### src/rtl/pipes.sv
// Shared pipeline types for the five-stage MIPS core: inter-stage registers,
// fetch-stage FSM encoding and the default reset vector.
package pipes;

  localparam logic [31:0] PC_RESET_DEFAULT = 32'h8000_0000;

  typedef struct packed {
    logic [31:0] instruction;
    logic [31:0] pc_plus_4;
  } f_d_reg_t;

  typedef enum logic [1:0] {
    FETCH = 2'd0,
    HOLD  = 2'd1,
    DRAIN = 2'd2
  } fetch_state_t;

  function automatic logic [31:0] next_seq_pc(input logic [31:0] pc);
    return pc + 32'd4;
  endfunction

endpackage

### src/rtl/fetch_unit.sv
// Instruction-fetch stage: owns the PC, issues valid/data_ok requests to
// instruction memory and fills the F/D register, honouring late redirects.
module fetch_unit
  import pipes::*;
#(
  parameter logic [31:0] PC_RESET = PC_RESET_DEFAULT
) (
  input  logic        clk,
  input  logic        reset,
  input  logic        stallF,
  input  logic        redirect_valid,
  input  logic [31:0] redirect_pc,
  output logic        ireq_valid,
  output logic [31:0] ireq_addr,
  input  logic        iresp_data_ok,
  input  logic [31:0] iresp_data,
  output logic        fd_valid,
  output f_d_reg_t    fd,
  output logic [31:0] pc_f
);

  fetch_state_t state_q, state_d;
  logic [31:0]  pc_q, pc_d;
  logic [31:0]  pending_pc_q, pending_pc_d;
  logic [31:0]  hold_instr_q, hold_instr_d;
  f_d_reg_t     fd_q, fd_d;
  logic         fd_valid_q, fd_valid_d;
  logic [31:0]  pc_plus_4;

  assign pc_plus_4 = next_seq_pc(pc_q);

  always_ff @(posedge clk or posedge reset) begin
    if (reset) begin
      state_q <= FETCH;
    end else begin
      state_q <= state_d;
    end
  end

  always_comb begin
    state_d = state_q;
    unique case (state_q)
      FETCH: begin
        if (redirect_valid) begin
          state_d = iresp_data_ok ? FETCH : DRAIN;
        end else if (iresp_data_ok && stallF) begin
          state_d = HOLD;
        end
      end
      HOLD: begin
        if (redirect_valid || !stallF) begin
          state_d = FETCH;
        end
      end
      DRAIN: begin
        if (iresp_data_ok) begin
          state_d = FETCH;
        end
      end
      default: state_d = FETCH;
    endcase
  end

  // DRAIN keeps presenting the old PC: the request must stay stable until acked.
  always_comb begin
    ireq_valid = 1'b0;
    ireq_addr  = pc_q;
    unique case (state_q)
      FETCH:   ireq_valid = 1'b1;
      DRAIN:   ireq_valid = 1'b1;
      HOLD:    ireq_valid = 1'b0;
      default: ireq_valid = 1'b0;
    endcase
  end

  always_ff @(posedge clk or posedge reset) begin
    if (reset) begin
      pc_q         <= PC_RESET;
      pending_pc_q <= 32'd0;
      hold_instr_q <= 32'd0;
      fd_q         <= '0;
      fd_valid_q   <= 1'b0;
    end else begin
      pc_q         <= pc_d;
      pending_pc_q <= pending_pc_d;
      hold_instr_q <= hold_instr_d;
      fd_q         <= fd_d;
      fd_valid_q   <= fd_valid_d;
    end
  end

  always_comb begin
    pc_d         = pc_q;
    pending_pc_d = pending_pc_q;
    hold_instr_d = hold_instr_q;
    fd_d         = fd_q;
    fd_valid_d   = fd_valid_q;
    unique case (state_q)
      FETCH: begin
        if (redirect_valid) begin
          if (iresp_data_ok) begin
            pc_d = redirect_pc;
          end else begin
            pending_pc_d = redirect_pc;
          end
        end else if (iresp_data_ok) begin
          if (stallF) begin
            hold_instr_d = iresp_data;
          end else begin
            fd_d.instruction = iresp_data;
            fd_d.pc_plus_4   = pc_plus_4;
            fd_valid_d       = 1'b1;
            pc_d             = pc_plus_4;
          end
        end else if (!stallF) begin
          fd_valid_d = 1'b0;
        end
      end
      HOLD: begin
        if (redirect_valid) begin
          pc_d = redirect_pc;
        end else if (!stallF) begin
          fd_d.instruction = hold_instr_q;
          fd_d.pc_plus_4   = pc_plus_4;
          fd_valid_d       = 1'b1;
          pc_d             = pc_plus_4;
        end
      end
      DRAIN: begin
        if (redirect_valid) begin
          pending_pc_d = redirect_pc;
        end
        if (iresp_data_ok) begin
          pc_d = redirect_valid ? redirect_pc : pending_pc_q;
        end
      end
      default: ;
    endcase
    // A redirect flushes the wrong-path instruction ahead of any other update.
    if (redirect_valid) begin
      fd_valid_d = 1'b0;
    end
  end

  assign fd       = fd_q;
  assign fd_valid = fd_valid_q;
  assign pc_f     = pc_q;

endmodule

### config.mk
export PLATFORM = sky130hd
export DESIGN_NAME = fetch_unit
export DESIGN_NICKNAME = d
export VERILOG_FILES = /design/src/rtl/pipes.sv /design/src/rtl/fetch_unit.sv
export SDC_FILE = /design/constraint.sdc
export NUM_CORES = 1
export LEC_CHECK = 0
export ABC_CLOCK_PERIOD_IN_PS = 7850
export BUFFER_PORTS_ARGS = -buffer_cell sky130_fd_sc_hd__buf_2
export CAP_MARGIN = 20
export CELL_PAD_IN_SITES_DETAIL_PLACEMENT = 1
export CELL_PAD_IN_SITES_GLOBAL_PLACEMENT = 1
export CORE_MARGIN = 5
export CORE_UTILIZATION = 45
export CTS_CLUSTER_SIZE = 24
export DETAILED_ROUTE_END_ITERATION = 16
export HOLD_SLACK_MARGIN = 0.02
export PLACE_DENSITY_LB_ADDON = 0.25
export SKIP_LAST_GASP = 1
export SLEW_MARGIN = 20
export SYNTH_ARGS = -nofsm -noshare
export SYNTH_HDL_FRONTEND = slang
export SYNTH_SLANG_ARGS = --single-unit
### constraint.sdc
create_clock -name clk -period 7.85 [get_ports clk]
set_clock_uncertainty 0.1 [all_clocks]
set_input_delay 0.3925 -clock clk [delete_from_list [all_inputs] [get_ports clk]]
set_output_delay 0.3925 -clock clk [all_outputs]
set_load 0.1 [all_outputs]
==> results of run 1 <==
per-stage QoR:
step	hold slack (ns)	power [mW]	setup WS [ns]
after floorplan	0.372	2.74	2.95
after global placement	0.355	2.98	3.64
after detailed placement	0.365	3.03	3.50
after CTS	0.0290	3.86	3.97
after global routing	0.0480	3.98	3.69
final	0.00267	3.83	3.98
layer usage:
| metal | vias up | GRT usage, % | wire length (microns) |
|---|---|---|---|
| li1 | 3031 | - | - |
| met1 | 3467 | 30.4 | 10100 |
| met2 | 217 | 41.1 | 12400 |
| met3 | 31 | 4.79 | 1270 |
| met4 | 0 | 6.94 | 478 |
| met5 | - | 0 | 0 |
power groups by stage:
stage          Sequential (mW)  Combinational [mW]  Clock, mW
2_1_floorplan             2.06               0.680          0
3_3_place_gp              1.21                1.77          0
3_5_place_dp              1.23                1.80          0
4_1_cts                   1.22                1.80      0.832
5_1_grt                   1.25                1.86      0.869
6_report                  1.22                1.79      0.816
cells in the final DEF (no fill, tap or decap), drive strengths merged, types with 6 or more instances in the layout:
cell type / Yosys / routed
a21oi: 12 / 12
inv: 7 / 15
nand2: 106 / 106
a221oi: 9 / 9
and4: 6 / 6
nand3: 43 / 43
nor3: 10 / 10
nand4: 13 / 13
buf: 63 / 208
o211ai: 19 / 19
nor4: 14 / 14
clkbuf: 26 / 17
mux2: 66 / 66
nand2b: 8 / 8
xnor2: 8 / 8
o21ai: 58 / 58
dfrtp: 162 / 162
mux2i: 47 / 47
or4: 12 / 12
nor2: 16 / 16
and3: 10 / 10
state kept, by name, summed over array words and instances, names as in the netlist:
| name | count |
|---|---|
| state_q | 2 |
| pending_pc_q | 32 |
| ireq_addr | 32 |
| fd | 64 |
| hold_instr_q | 32 |
| fd_valid | 1 |
worst max-delay path, cell delays in order:
cell and delay (ns):
buf_2 0.73, inv_1 0.64, nand4_1 0.79, buf_4 0.83
nor4_1 0.17, or3b_2 0.47
cell families after synthesis:
group / synth area share (%)
compound gates: 10.5
xor+xnor: 1.41
fa+ha+maj: 0.155
buf+inv: 6.50
flops: 50.4
mux: 15.0
simple gates: 16.0
final timing paths:
kind / depth (start not counted) / endpoint
min in group clk: 2 / hold_instr_q[5]
max: 6 / ireq_addr[27]
max in group asynchronous: 3 / fd[41]
min: 2 / fd[9]
min reg2reg: 2 / fd[58]
max reg2reg: 5 / ireq_addr[27]
layout make-up:
| class | instances | area, sq um |
|---|---|---|
| Clock inverter | 14 | 143 |
| Multi-Input combinational cell | 511 | 3510 |
| Inverter | 8 | 35.0 |
| Sequential cell | 163 | 4080 |
| Clock buffer | 17 | 425 |
| Tap cell | 229 | 287 |
| Timing Repair Buffer | 208 | 1070 |
| Fill cell | 2042 | 8290 |
==> results.md, run 1 <==
* Switching power at 2.06 mW
* Synth top cells by count: 162 x dfrtp_1, 106 x nand2_1, 66 x mux2_2
* Drt pass-1 iters at 5
* Max Cap Viol at 0
* Internal Power at 1.77 mW
* CP Data Required Time at 8.05 ns
* DRC violations left at 0
* Final Cycle Share at 49.4%
* Max Freq at 258 MHz
* Via density at 5.87
* Die area at 20800 sq um
* # hold bufs at CTS at 0
* Area post-placement at 8980 sq um
* I/O Buffers at 198
* Sink Count at 163
* CTS tree: yes
* Post-CTS Resized at 0
* Mean Syn Cell Area at 10.5 sq um
* Post-Layout Inst Area at 9550 sq um
* Remaining Overflow, GRT at 0
* Sequential power share at 31.9%
* Drt total wl at 24200 microns
* Main synth FF type: dfrtp_1
* Final Hold Fails at 0
* H-tree depth at 4
* WS Path Type: in2reg
* Rel. slew slack at 30.4%
* Fin util at 53.5%
* Endpoint type of the worst setup path: register
* LEAKAGE at 4.41 nW
* Worst Path Max Fanout at 98
* Warnings, synthesis at 0
* Via count at 6746
* Post-synth ARST share at 100%
* TritonCTS Buffers at 17
* Ranking of synthesized cells by area: dfrtp_1 50%, mux2_2 9.2%, mux2i_1 5.8%
* Clock Power Share at 21.3%
* Outcome: finished clean
* Layout Area Growth over Synthesis at 18.1%
* Cell count after synthesis at 771
* Synth top area share at 50.1%
* Max VDD drop at 0.246 mV
* First-pass GRT wire length at 38600 microns
* Switching part of the total at 53.8%
* Number of core rows at 49
* Layout Cells excl Fill at 1150
* Setup violators final at 0
* Largest net degree at the start of global routing at 99
* Initial antenna violation count at 0
* Syn Nets at 841
* Layout cells sized above 1 at 34.9%
* Top-count cell post-synth: dfrtp_1
* Yosys top cell by area: dfrtp_1
* Antenna Diode Count at 0
* Clk root buf: clkbuf_16
* Starting density of the core at 45.3%
* Clock-pin slew on the worst setup and hold paths at 0.06 ns
* HPWL after DPL at 16900 microns
* Worst Setup SP: redirect_valid
* Routability cong. at 0.830
* CTS Buffer Depth at 2
* Max-slew violations at 0
* Hold Path Class: in2async
* Die height at 144 microns
* Die X-Extent at 144 microns
* Least-Margin Pin Slew at 1.03 ns
* Logic gate share of total power at 46.8%
* RSZ-0062 raised after global routing: no
* Seq/Total Area, Yosys at 50.4%
* Synthesized area at 8090 sq um
* Post-synth EDFFs at 0
* Routed Antenna Nets at 0
* Placed cells at 1119
* Synth Register Bits at 163
* Total GRT Usage at 23.8%
* # Post-CTS Setup Buffers at 0
* Post-layout net count at 979
* Worst r2r src: state_q[1]
* Top Ports at 199
* Core area at 17800 sq um
* Netlist cell types at 61
* Final setup TNS at 0 ns
* Pwr dens at 401 nW/um^2
* Final min period at 3.87 ns
* CP arrival at 4.08 ns
* Setup crit start kind: input pin
* Post-DR wirelength/cell at 21.1 microns
* Setup slack, reg-to-reg at 4.41 ns
* DR iter-0 viols at 311
* Vias in the first global route at 7268
* Clk_lat worst skew at 0.43 ns
(Power assumes the default switching activity.)
==> run 2, diff against run 1 <==
ABC_CLOCK_PERIOD_IN_PS = 3900   (was 7850)
CORE_UTILIZATION = 41   (was 45)
clock period = 3.9 ns   (was 7.85 ns; I/O delays follow)
==> results.md, run 2 (synthesized netlist as in run 1, its figures left out) <==
* Outcome: finished clean
* Clk_lat worst skew at 0.43 ns
* Max-slew violations at 0
* Layout Area Growth over Synthesis at 27.5%
* Most common cell after layout, fill and taps aside: buf_2
* Worst Path Max Fanout at 9
* Number of core rows at 51
* Layout cells sized above 1 at 32.8%
* Routability cong. at 0.801
* DR iter-0 viols at 280
* Post-DR wirelength/cell at 19.4 microns
* Vias in the first global route at 7280
* Clock-pin slew on the worst setup and hold paths at 0.07 ns
* Final min period at 2.55 ns
* Rel. slew slack at 35.7%
* Die X-Extent at 150 microns
* Core area at 19500 sq um
* CTS Buffer Depth at 2
* RSZ-0062 raised after global routing: no
* Endpoint type of the worst setup path: register
* Setup violators final at 0
* Sink Count at 163
* Via density at 5.37
* Starting density of the core at 41.6%
* Post-CTS Resized at 0
* Post-layout net count at 1051
* Fin util at 53.0%
* Clk root buf: clkbuf_16
* Die height at 150 microns
* CP arrival at 2.73 ns
* Drt pass-1 iters at 4
* Least-Margin Pin Slew at 0.964 ns
* Largest net degree at the start of global routing at 164
* CTS tree: yes
* Max Cap Viol at 0
* CP Data Required Time at 4.08 ns
* Post-Place Setup Slack at 1.43 ns
* HPWL after DPL at 16200 microns
* First-pass GRT wire length at 39000 microns
* Top Ports at 199
* Initial antenna violation count at 0
* Setup crit start kind: register
* TritonCTS Buffers at 17
* Remaining Overflow, GRT at 0
* Final Hold Fails at 0
* Hold Path Class: in2reg
* Slowest stage delay, CP at 0.58 ns
* Final Cycle Share at 65.4%
* Max reg flops at 64
* DRC violations left at 0
* LEAKAGE at 4.72 nW
* WS Path Type: reg2reg
* Die area at 22600 sq um
* Most frequent cells in the layout: 198 x buf_2, 162 x dfrtp_1, 106 x nand2_1, 67 x dlygate4sd3_1, 66 x mux2_2
* Final worst setup slack at 1.35 ns
* Max VDD drop at 0.462 mV
* Via count at 6760
* Routed Antenna Nets at 0
* I/O Buffers at 198
* CP max-delay cell: o311ai_0
* Max Freq at 392 MHz
* Drt total wl at 24400 microns
* Antenna Diode Count at 0
* H-tree depth at 4
* Final setup TNS at 0 ns
* Total GRT Usage at 22.0%
* Pwr dens at 748 nW/um^2
* CP Cell Sequence: ha_1 -> and4_1 -> nand4_1 -> o311ai_0 -> nand3_1
-- run 2: changes by cell type in the layout (fill, tap and decap cells not counted), moves of 2 or more --
cell,before,now
buf_12,0,2
inv_6,8,4
inv_8,1,3
clkinv_2,0,2
dlygate4sd3_1,0,67
buf_4,9,13
-- run 2: area by class of cell --
type,count,area [sq um]
Fill cell,2195,9150
Sequential cell,163,4080
Multi-Input combinational cell,511,3510
Timing Repair Buffer,280,1800
Clock buffer,18,439
Tap cell,265,332
Clock inverter,14,119
Inverter,8,33.8
-- run 2: worst max-delay path: cells and delay by family (launching register included) --
family          cells  cell delay [ns]
simple gates        3             0.92
compound gates      1             0.58
flops               1             0.51
fa+ha+maj           1             0.29
-- run 2: where the power goes --
group | switching (mW) | internal, mW
combinational | 3.02 | 0.637
clock | 0.763 | 0.852
sequential | 0.360 | 2.08
total | 4.15 | 3.57
-- run 2: stage by stage --
step	hold WS, ns	power, mW	cells	area, sq um
global route	0.0916	8.03	1259	10300
floorplan	0.245	5.52	771	8090
finish	0.0813	7.71	1259	10300
CTS	0.0541	7.77	1259	10300
detailed placement	0.310	6.09	1160	9080
global placement	0.303	6.03	1160	9080
-- run 2: what timing repair did --
| action | 4_1_cts | 5_1_grt |
|---|---|---|
| hold buffers | 67 | 0 |
| endpoints found under the hold margin | 217 | 0 |
| buffers inserted | 0 | 0 |
| setup endpoints to repair | 0 | 0 |
-- run 2: worst paths after layout --
kind,cells after the start,start,slack (ns),to
worst max-delay path,5,ireq_addr[2],1.35,fd[28]
worst min-delay path,3,iresp_data_ok,0.08,state_q[1]
worst max register to register,5,ireq_addr[2],1.35,fd[28]
worst min register to register,2,fd[17],0.37,fd[17]
max in group asynchronous,4,reset,2.48,fd[22]
min in group asynchronous,4,reset,0.45,fd[9]
-- run 2: metal layers --
| metal | up-vias | part of all wire, % | track usage, % |
|---|---|---|---|
| met5 | - | 0 | 0 |
| met4 | 0 | 1.6 | 6.68 |
| met3 | 26 | 4.6 | 3.46 |
| met2 | 160 | 51 | 38.0 |
| met1 | 3408 | 43 | 28.5 |
| li1 | 3166 | - | - |
